===== src/rtl/sd_spi_engine_pkg.sv =====
`default_nettype none
// +-----------------------------------------------------------------+
// | sd_spi_engine_pkg : shared constants and state codes for the    |
// | SD SPI engine.                         Rev 1.0                  |
// +-----------------------------------------------------------------+
package sd_spi_engine_pkg;

  localparam int DIV_W = 8;

  // SCLK half-period in system clocks: 2 -> 25 MHz, 125 -> 400 kHz init rate
  localparam logic [DIV_W-1:0] HALF_FAST = 8'd2;
  localparam logic [DIV_W-1:0] HALF_SLOW = 8'd125;

  typedef logic [2:0] state_t;

  localparam state_t S_IDLE = 3'd0;
  localparam state_t S_LOAD = 3'd1;
  localparam state_t S_LOW  = 3'd2;
  localparam state_t S_HIGH = 3'd3;
  localparam state_t S_NEXT = 3'd4;
  localparam state_t S_DONE = 3'd5;

endpackage
`default_nettype wire


===== src/rtl/sd_clk_div.sv =====
`default_nettype none
// +-----------------------------------------------------------------+
// | sd_clk_div : SCLK half-period divider, one tick every i_half    |
// | clocks after a load.                   Rev 1.0                  |
// +-----------------------------------------------------------------+
module sd_clk_div
  import sd_spi_engine_pkg::*;
(
  input  logic             clk,
  input  logic             rst,
  input  logic             i_load,
  input  logic [DIV_W-1:0] i_half,
  output logic             o_tick
);

  logic [DIV_W-1:0] r_cnt;

  always_ff @(posedge clk) begin
    if (rst) begin
      r_cnt <= '0;
    end else if (i_load || (r_cnt == '0)) begin
      r_cnt <= i_half - 1'b1;
    end else begin
      r_cnt <= r_cnt - 1'b1;
    end
  end

  // A load cycle never ticks, so the first phase is always a full H long
  assign o_tick = !i_load && (r_cnt == '0);

endmodule
`default_nettype wire


===== src/rtl/sd_spi_engine.sv =====
`default_nettype none
// +-----------------------------------------------------------------+
// | sd_spi_engine : SPI mode-0 byte / 12-bit word engine for an SD  |
// | card, MSB first, fast or init-rate SCLK.   Rev 1.0              |
// +-----------------------------------------------------------------+
module sd_spi_engine
  import sd_spi_engine_pkg::*;
(
  input  logic        clk,
  input  logic        reset,
  input  logic        clear,
  input  logic        start,
  input  logic        word_mode,
  input  logic        slow,
  input  logic        cs_assert,
  input  logic [0:11] tx_data,
  output logic [0:11] rx_data,
  output logic        busy,
  output logic        done,
  output logic        sdSCLK,
  output logic        sdMOSI,
  input  logic        sdMISO,
  output logic        sdCS
);

  logic             w_rst;
  state_t           r_state;
  state_t           w_next;
  logic             w_tick;
  logic             w_div_load;
  logic             w_sclk_nxt;
  logic             w_busy_nxt;
  logic             w_done_nxt;

  logic [DIV_W-1:0] r_half;
  logic [15:0]      r_tx_sr;
  logic [11:0]      r_rx_sr;
  logic [2:0]       r_bit;
  logic             r_word;
  logic             r_pend;
  logic             r_second;
  logic             r_sclk;
  logic             r_busy;
  logic             r_done;
  logic             r_cs;
  logic [11:0]      r_rx;

  assign w_rst = reset | clear;

  // Only the first byte restarts the divider; the second byte keeps its phase
  assign w_div_load = (r_state == S_LOAD) && !r_second;

  sd_clk_div u_clk_div (
    .clk    (clk),
    .rst    (w_rst),
    .i_load (w_div_load),
    .i_half (r_half),
    .o_tick (w_tick)
  );

  always_ff @(posedge clk) begin
    if (w_rst) begin
      r_state <= S_IDLE;
    end else begin
      r_state <= w_next;
    end
  end

  always_comb begin
    w_next = r_state;
    case (r_state)
      S_IDLE: if (start) w_next = S_LOAD;
      S_LOAD: w_next = w_tick ? S_HIGH : S_LOW;
      S_LOW:  if (w_tick) w_next = S_HIGH;
      S_HIGH: if (w_tick) w_next = (r_bit == 3'd0) ? S_NEXT : S_LOW;
      S_NEXT: w_next = r_pend ? S_LOAD : S_DONE;
      S_DONE: w_next = S_IDLE;
      default: w_next = S_IDLE;
    endcase
  end

  always_comb begin
    w_sclk_nxt = (w_next == S_HIGH);
    w_done_nxt = (w_next == S_DONE);
    w_busy_nxt = (w_next != S_IDLE) && (w_next != S_DONE);
  end

  always_ff @(posedge clk) begin
    if (w_rst) begin
      r_sclk <= 1'b0;
      r_busy <= 1'b0;
      r_done <= 1'b0;
    end else begin
      r_sclk <= w_sclk_nxt;
      r_busy <= w_busy_nxt;
      r_done <= w_done_nxt;
    end
  end

  // TX shifter fills with ones so MOSI returns high on its own after the last bit
  always_ff @(posedge clk) begin
    if (w_rst) begin
      r_half   <= HALF_FAST;
      r_tx_sr  <= '1;
      r_rx_sr  <= '0;
      r_bit    <= 3'd7;
      r_word   <= 1'b0;
      r_pend   <= 1'b0;
      r_second <= 1'b0;
      r_cs     <= 1'b1;
      r_rx     <= '0;
    end else begin
      if (r_state == S_IDLE) begin
        r_cs <= ~cs_assert;
      end
      if ((r_state == S_IDLE) && start) begin
        r_half   <= slow ? HALF_SLOW : HALF_FAST;
        r_word   <= word_mode;
        r_pend   <= word_mode;
        r_second <= 1'b0;
        r_tx_sr  <= word_mode ? {4'b0000, tx_data} : {tx_data[4:11], 8'hFF};
      end
      if (r_state == S_LOAD) begin
        r_bit <= 3'd7;
      end
      if (((r_state == S_LOAD) || (r_state == S_LOW)) && w_tick) begin
        r_rx_sr <= {r_rx_sr[10:0], sdMISO};
      end
      if ((r_state == S_HIGH) && w_tick) begin
        r_tx_sr <= {r_tx_sr[14:0], 1'b1};
        r_bit   <= r_bit - 3'd1;
      end
      if ((r_state == S_NEXT) && r_pend) begin
        r_pend   <= 1'b0;
        r_second <= 1'b1;
      end
      if (w_done_nxt) begin
        r_rx <= r_word ? r_rx_sr : {4'b0000, r_rx_sr[7:0]};
      end
    end
  end

  assign rx_data = r_rx;
  assign busy    = r_busy;
  assign done    = r_done;
  assign sdSCLK  = r_sclk;
  assign sdMOSI  = r_tx_sr[15];
  assign sdCS    = r_cs;

endmodule
`default_nettype wire

===== config.mk =====
export PLATFORM = sky130hd
export DESIGN_NAME = sd_spi_engine
export DESIGN_NICKNAME = d
export VERILOG_FILES = /design/src/rtl/sd_spi_engine_pkg.sv /design/src/rtl/sd_clk_div.sv /design/src/rtl/sd_spi_engine.sv
export SDC_FILE = /design/constraint.sdc
export NUM_CORES = 1
export LEC_CHECK = 0
export BUFFER_PORTS_ARGS = -buffer_cell sky130_fd_sc_hd__buf_2
export CAP_MARGIN = 30
export CORE_MARGIN = 10
export CORE_UTILIZATION = 52
export CTS_CLUSTER_DIAMETER = 200
export CTS_CLUSTER_SIZE = 12
export DETAILED_ROUTE_END_ITERATION = 8
export PLACE_DENSITY = 0.76
export SKIP_CTS_REPAIR_TIMING = 1
export SYNTH_ARGS = -nofsm -noshare
export SYNTH_HDL_FRONTEND = slang
export SYNTH_HIERARCHICAL = 1
export SYNTH_SLANG_ARGS = --single-unit

===== constraint.sdc =====
create_clock -name clk -period 2.5 [get_ports clk]
set_clock_uncertainty 0.1 [all_clocks]
set_input_delay 0.25 -clock clk [delete_from_list [all_inputs] [get_ports clk]]
set_output_delay 0.25 -clock clk [all_outputs]
set_load 0.05 [all_outputs]

# Yosys cells after proc, flatten, opt, wreduce, memory -nomap -nowiden
# Cells that the tools add are included.
# totals
wordCells	64
out_inout_bits	17
regBits	69
in_bits	20
# classes
n_bitwise	2
eq_ne	7
muxes	17
addsub	3
n_reduce_logical	20
# ops
operator	count
$mux W16	3
$mux W3	7
$sub A8 B1 Y8 const B	2
$pmux W3 S5	1
$mux W12	1
$eq A3 B2 Y1 const B	3
$logic_not A8 Y1	1
$mux W8	1
$logic_and A1 B1 Y1	7
$mux W7	1
$eq A3 B3 Y1 const B	2
$logic_not A3 Y1	2
$reduce_bool A2 Y1	3
$reduce_or A2 Y1	2
$eq A3 B1 Y1 const B	1
$mux W1	3
$ne A3 B3 Y1 const B	1
$reduce_bool A3 Y1	1
$sub A3 B1 Y3 const B	1
$logic_not A1 Y1	2
$logic_or A1 B1 Y1	2
$not A1 Y1	1
$or A1 B1 Y1	1

# Depth between registers and ports, before layout
# logic_depth
ltp_word	8
mapped_depth	11
ltp_nobuf	9

# Cells and area by module
# Netlist, hierarchy kept.
# modules_own_cells
mod	n_inst	seq_area_each_um2	cells_per_inst	area_each_um2
sd_spi_engine	1	1101.1	274	2362.3
sd_clk_div	1	160.2	68	560.5

# Least setup slack after synthesis
# No wires, ideal clock.
# synth_path
path_type	register -> register
start	register r_state[0]
end	register r_tx_sr[2]
path_stages_with_launch	11
t_required_ns	2.313
arrival_ns	2.437
slack_ns	-0.124
path_cell_list	dfxtp_1 > buf_2 > nor2b_1 > nor3b_1 > buf_2 > nor4_1 > and4b_1 > buf_2 > buf_2 > a21oi_1 > o31ai_1
# synth_between
elab_chain_cells	6
word_cells_on_any_way	10
classes_between	eq/ne: 2; mux: 1; reduce/logical: 7
# synth_rtl
element	line_no	source
start: declaration	sd_spi_engine.sv:27	state_t r_state;
start signal: assignment	sd_spi_engine.sv:65	r_state <= w_next;
$eq A3 B1 Y1 (*)	sd_spi_engine.sv:51	assign w_div_load = (r_state == S_LOAD) && !r_second;
$logic_and A1 B1 Y1 (*)	sd_spi_engine.sv:51	
named net w_div_load	sd_spi_engine.sv:30	logic w_div_load;
$logic_not A1 Y1 (*)	sd_clk_div.sv:29	assign o_tick = !i_load && (r_cnt == '0);
$logic_and A1 B1 Y1 (*)	sd_clk_div.sv:29	
named net w_tick	sd_spi_engine.sv:29	logic w_tick;
$logic_and A1 B1 Y1 (*)	sd_spi_engine.sv:129	if ((r_state == S_HIGH) && w_tick) begin
$mux W16 or $reduce_bool A2 Y1 (tied branches)	n/a	
end signal: assignment	sd_spi_engine.sv:121	r_tx_sr <= word_mode ? {4'b0000, tx_data} : {tx_data[4:11], 8'hFF};
end signal: assignment	sd_spi_engine.sv:130	r_tx_sr <= {r_tx_sr[14:0], 1'b1};
end: declaration	sd_spi_engine.sv:36	logic [15:0] r_tx_sr;
# Mark *: on every way through the listed nets, which the timed path passes. The rest lies on a longest branch.
# A chain may end at the register's enable or synchronous reset.

# Worst setup path after layout
# layout_path
start	register r_state[0]
end	register u_clk_div.r_cnt[6]
# layout_between
elab_chain_cells	4
# layout_rtl
element	line_no	source
$eq A3 B1 Y1	sd_spi_engine.sv:51	
$logic_and A1 B1 Y1	sd_spi_engine.sv:51	
named net w_div_load	sd_spi_engine.sv:30	
$logic_or A1 B1 Y1	sd_clk_div.sv:21	end else if (i_load || (r_cnt == '0)) begin
$mux W8	sd_clk_div.sv:21	
end signal: assignment	sd_clk_div.sv:22	r_cnt <= i_half - 1'b1;
end signal: assignment	sd_clk_div.sv:24	r_cnt <= r_cnt - 1'b1;
end: declaration	sd_clk_div.sv:16	logic [DIV_W-1:0] r_cnt;
# The timed path passes the listed nets, and every way through them passes these cells.

==> impl_results.md <==
- CTS buffer count: 9
- FF-to-FF End: u_clk_div/r_cnt[6]
- Crit-path slowest cell: dfxtp_1
- Slew margin rel.: 0.422
- CP Launch Type: register
- Worst min-delay path class: in2reg
- Share of cells above drive strength 1: 0.227
- Hold Fails Final Rpt: 0
- Crit. End Element: register
- Peak Freq: between 400 and 500 MHz
- Pleak: 0.00138 uW
- Combinational power share: 0.269
- Largest net degree at the start of global routing: 29
- I/O Buffers: 36
- Worst Setup EP: u_clk_div/r_cnt[6]
- Antenna Violating Nets Remaining: 0
- Global placer's final weighted congestion: between 0.8 and 0.9
- Sw Ratio: 0.311
- Clock latency on the worst-skew pair: ~0.35 ns
- Commonest cells after routing, fill and taps aside: 63 x dfxtp_1, 47 x a21oi_1, 36 x buf_2
- Initial antenna violation count: 0
- Post-route non-filler standard cell count: about 460
- Setup slack after layout: 0.155 ns
- Cell Area, Placed: around 0.0032 sq mm
- Largest stage delay on the critical path: about 0.32 ns
- Post-Synthesis Cells: about 340
- Final Cycle Share: 0.938
- Starting Density: 0.534
- DR pass1 iterations: 4
- Overall power: approximately 3000 uW
- FFs w/ async S/R, synth: 0
- Gr ovfl total: 0
- CP Max Fanout: 10
- Slew @ Worst Pin: 0.867 ns
- First-pass GRT wire length: 11200 microns
- Launch point of the worst reg-to-reg path: r_state[0]
- Synthesis-stage register bit count: 63
- Sequential fraction of the synthesis area: 0.432
- CTS Buffer Depth: 2
- Min Tclk post-route: roughly 2.3 ns
- Clock Power Share: 0.361
- DRC: 0
- H-tree depth: 3
- Die W: ~95 microns
- Run status: complete, no violations
- Worst slack, placed: between 0.15 and 0.2 ns
- Die footprint: 0.00902 sq mm
- R2r setup slk: 0.16 ns
- Sequential power share: 0.369
- Core area: around 0.0055 sq mm
- Post-Route WL: around 6600 microns
- Final setup TNS: 0 ns
- HP Start: slow
- EDFF count, synth: 0
- Reg2Reg Depth: 10
- Top Ports: 37
- CTS root buffer: clkbuf_8
- CTS tree: built
- Post-route cell area: 0.00346 sq mm
- Clock slew at reported path FFs: roughly 0.070 ns
- Die height: ~95 microns
- Max Slew Vio Count: 0
- Power density cells: 866 mW/mm^2
- Worst setup path start: r_state[0]
- NetSw: between 900 and 1000 uW
- Routed vias: 2567
- Top cells by area, synth: dfxtp_1 43%, a21oi_1 8.0%, o21ai_0 3.9%, nand2_1 3.5%, nand3_1 3.3%
- Setup CP Type: reg2reg
- Final setup fails: 0
- Max Cap Viol: 0
- CP required: between 2 and 3 ns
- Cell Int Power: 2060 uW
- Synth unique cells: 51
- Post-DP HPWL: approximately 4500 microns
- Antenna diode count: 0
- Yosys warns: 6
- Mapped cell area: slightly below 0.003 sq mm
- CP Data Arrival Time: between 2 and 2.5 ns
- P&R area growth vs syn: 18.3%
- Cell taking the most area after synthesis: dfxtp_1
- Drt wl/cell: roughly 15 microns
- GRT Total Usage: 0.154
- Cells after DPL: 440
- Top FF cell, synth: dfxtp_1
- Commonest non-fill, non-tap cell in the layout: dfxtp_1
- CP cell instances: nor2b_2 > nor3b_1 > buf_4 > inv_1 > o21ai_0 > a22oi_1 > ha_1 > and2_1 > a31o_2 > and3b_1
- CTS Sinks: 63
- Site row count: 27
- Vias per cell: between 5 and 6
- Final nets: about 400
- Worst vdd ir: approximately 480 uV
- RSZ-0062 raised after global routing: no
- Synth top area share: 0.432
- Number of DRC markers after the initial detailed-route iteration: around 120
- Vias in the first global route: roughly 2400
- Synthesized area per cell: about 8.5 sq um
- Syn Nets: about 370
-- power by group through the flow --
stage | Combinational [uW] | Sequential (uW) | Clock (uW)
finish | 806 | 1110 | 1080
global route | 898 | 1110 | 1130
CTS | 797 | 1100 | 1090
detailed placement | 786 | 1130 | 0
global placement | 782 | 1120 | 0
floorplan | 584 | 1120 | 0
-- logic make-up after synthesis --
kind of cell	share of synthesized area
compound gates	0.248
xor+xnor	0.0120
fa+ha+maj	0.0128
buf+inv	0.0471
flops	0.432
mux	0.0141
other cells	0.00128
simple gates	0.233
-- routing by layer --
metal,wire length (microns),track usage
met1,3100,0.189
met2,3020,0.241
met3,413,0.0515
met4,97,0.0648
met5,0,0
-- cell type report --
cell class	instances	area, sq um
timing repair buffer	51	305
clock inverter	7	121
inverter	6	22.5
multi-input combinational	248	1530
sequential	63	1260
fill	493	2020
clock buffer	9	124
tap	72	90.1
-- per-stage QoR --
stage           util  hold slack, ns
2_1_floorplan      -           0.280
3_3_place_gp   0.587           0.339
3_5_place_dp   0.587           0.343
4_1_cts        0.632          0.0434
5_1_grt        0.632          0.0582
6_report       0.632          0.0520
-- flip-flops by register name, summed over array words and instances (netlist names) --
name / cells
r_tx_sr: 16
r_rx_sr: 12
rx_data: 12
u_clk_div/r_cnt: 8
r_bit: 3
r_state: 3
r_half: 2
busy: 1
done: 1
r_pend: 1
r_second: 1
r_word: 1
sdCS: 1
sdSCLK: 1
-- synth_stat cells, drive strengths merged, types with 4 or more instances --
library cell / count
a221o: 4
buf: 12
nor2b: 7
nand3: 19
inv: 6
o21ai: 24
clkbuf: 13
a211oi: 4
nor2: 25
dfxtp: 63
a21o: 6
a22oi: 5
a21oi: 47
nand2: 27
nor3: 4
nand2b: 5
o31ai: 12
nor4: 4
nor3b: 10
-- worst max-delay path, delay by kind of cell, from the launching register on --
family / cells / cell delay (ns)
adders and majority gates: 1 / 0.30
buffers and inverters: 2 / 0.33
DFF: 1 / 0.32
AOI/OAI and AO/OA: 3 / 0.43
and+or+nand+nor: 4 / 0.76
-- worst min-delay path by stage --
stage               slack, ns          to  cells after the start
CTS                      0.04   r_half[1]                      2
floorplan                0.28   r_half[1]                      1
global placement         0.34  rx_data[3]                      2
global route             0.06  r_rx_sr[0]                      3
finish                   0.05   r_half[1]                      2
detailed placement       0.34  rx_data[6]                      2
Note: power is estimated with default switching activity, not from simulation.
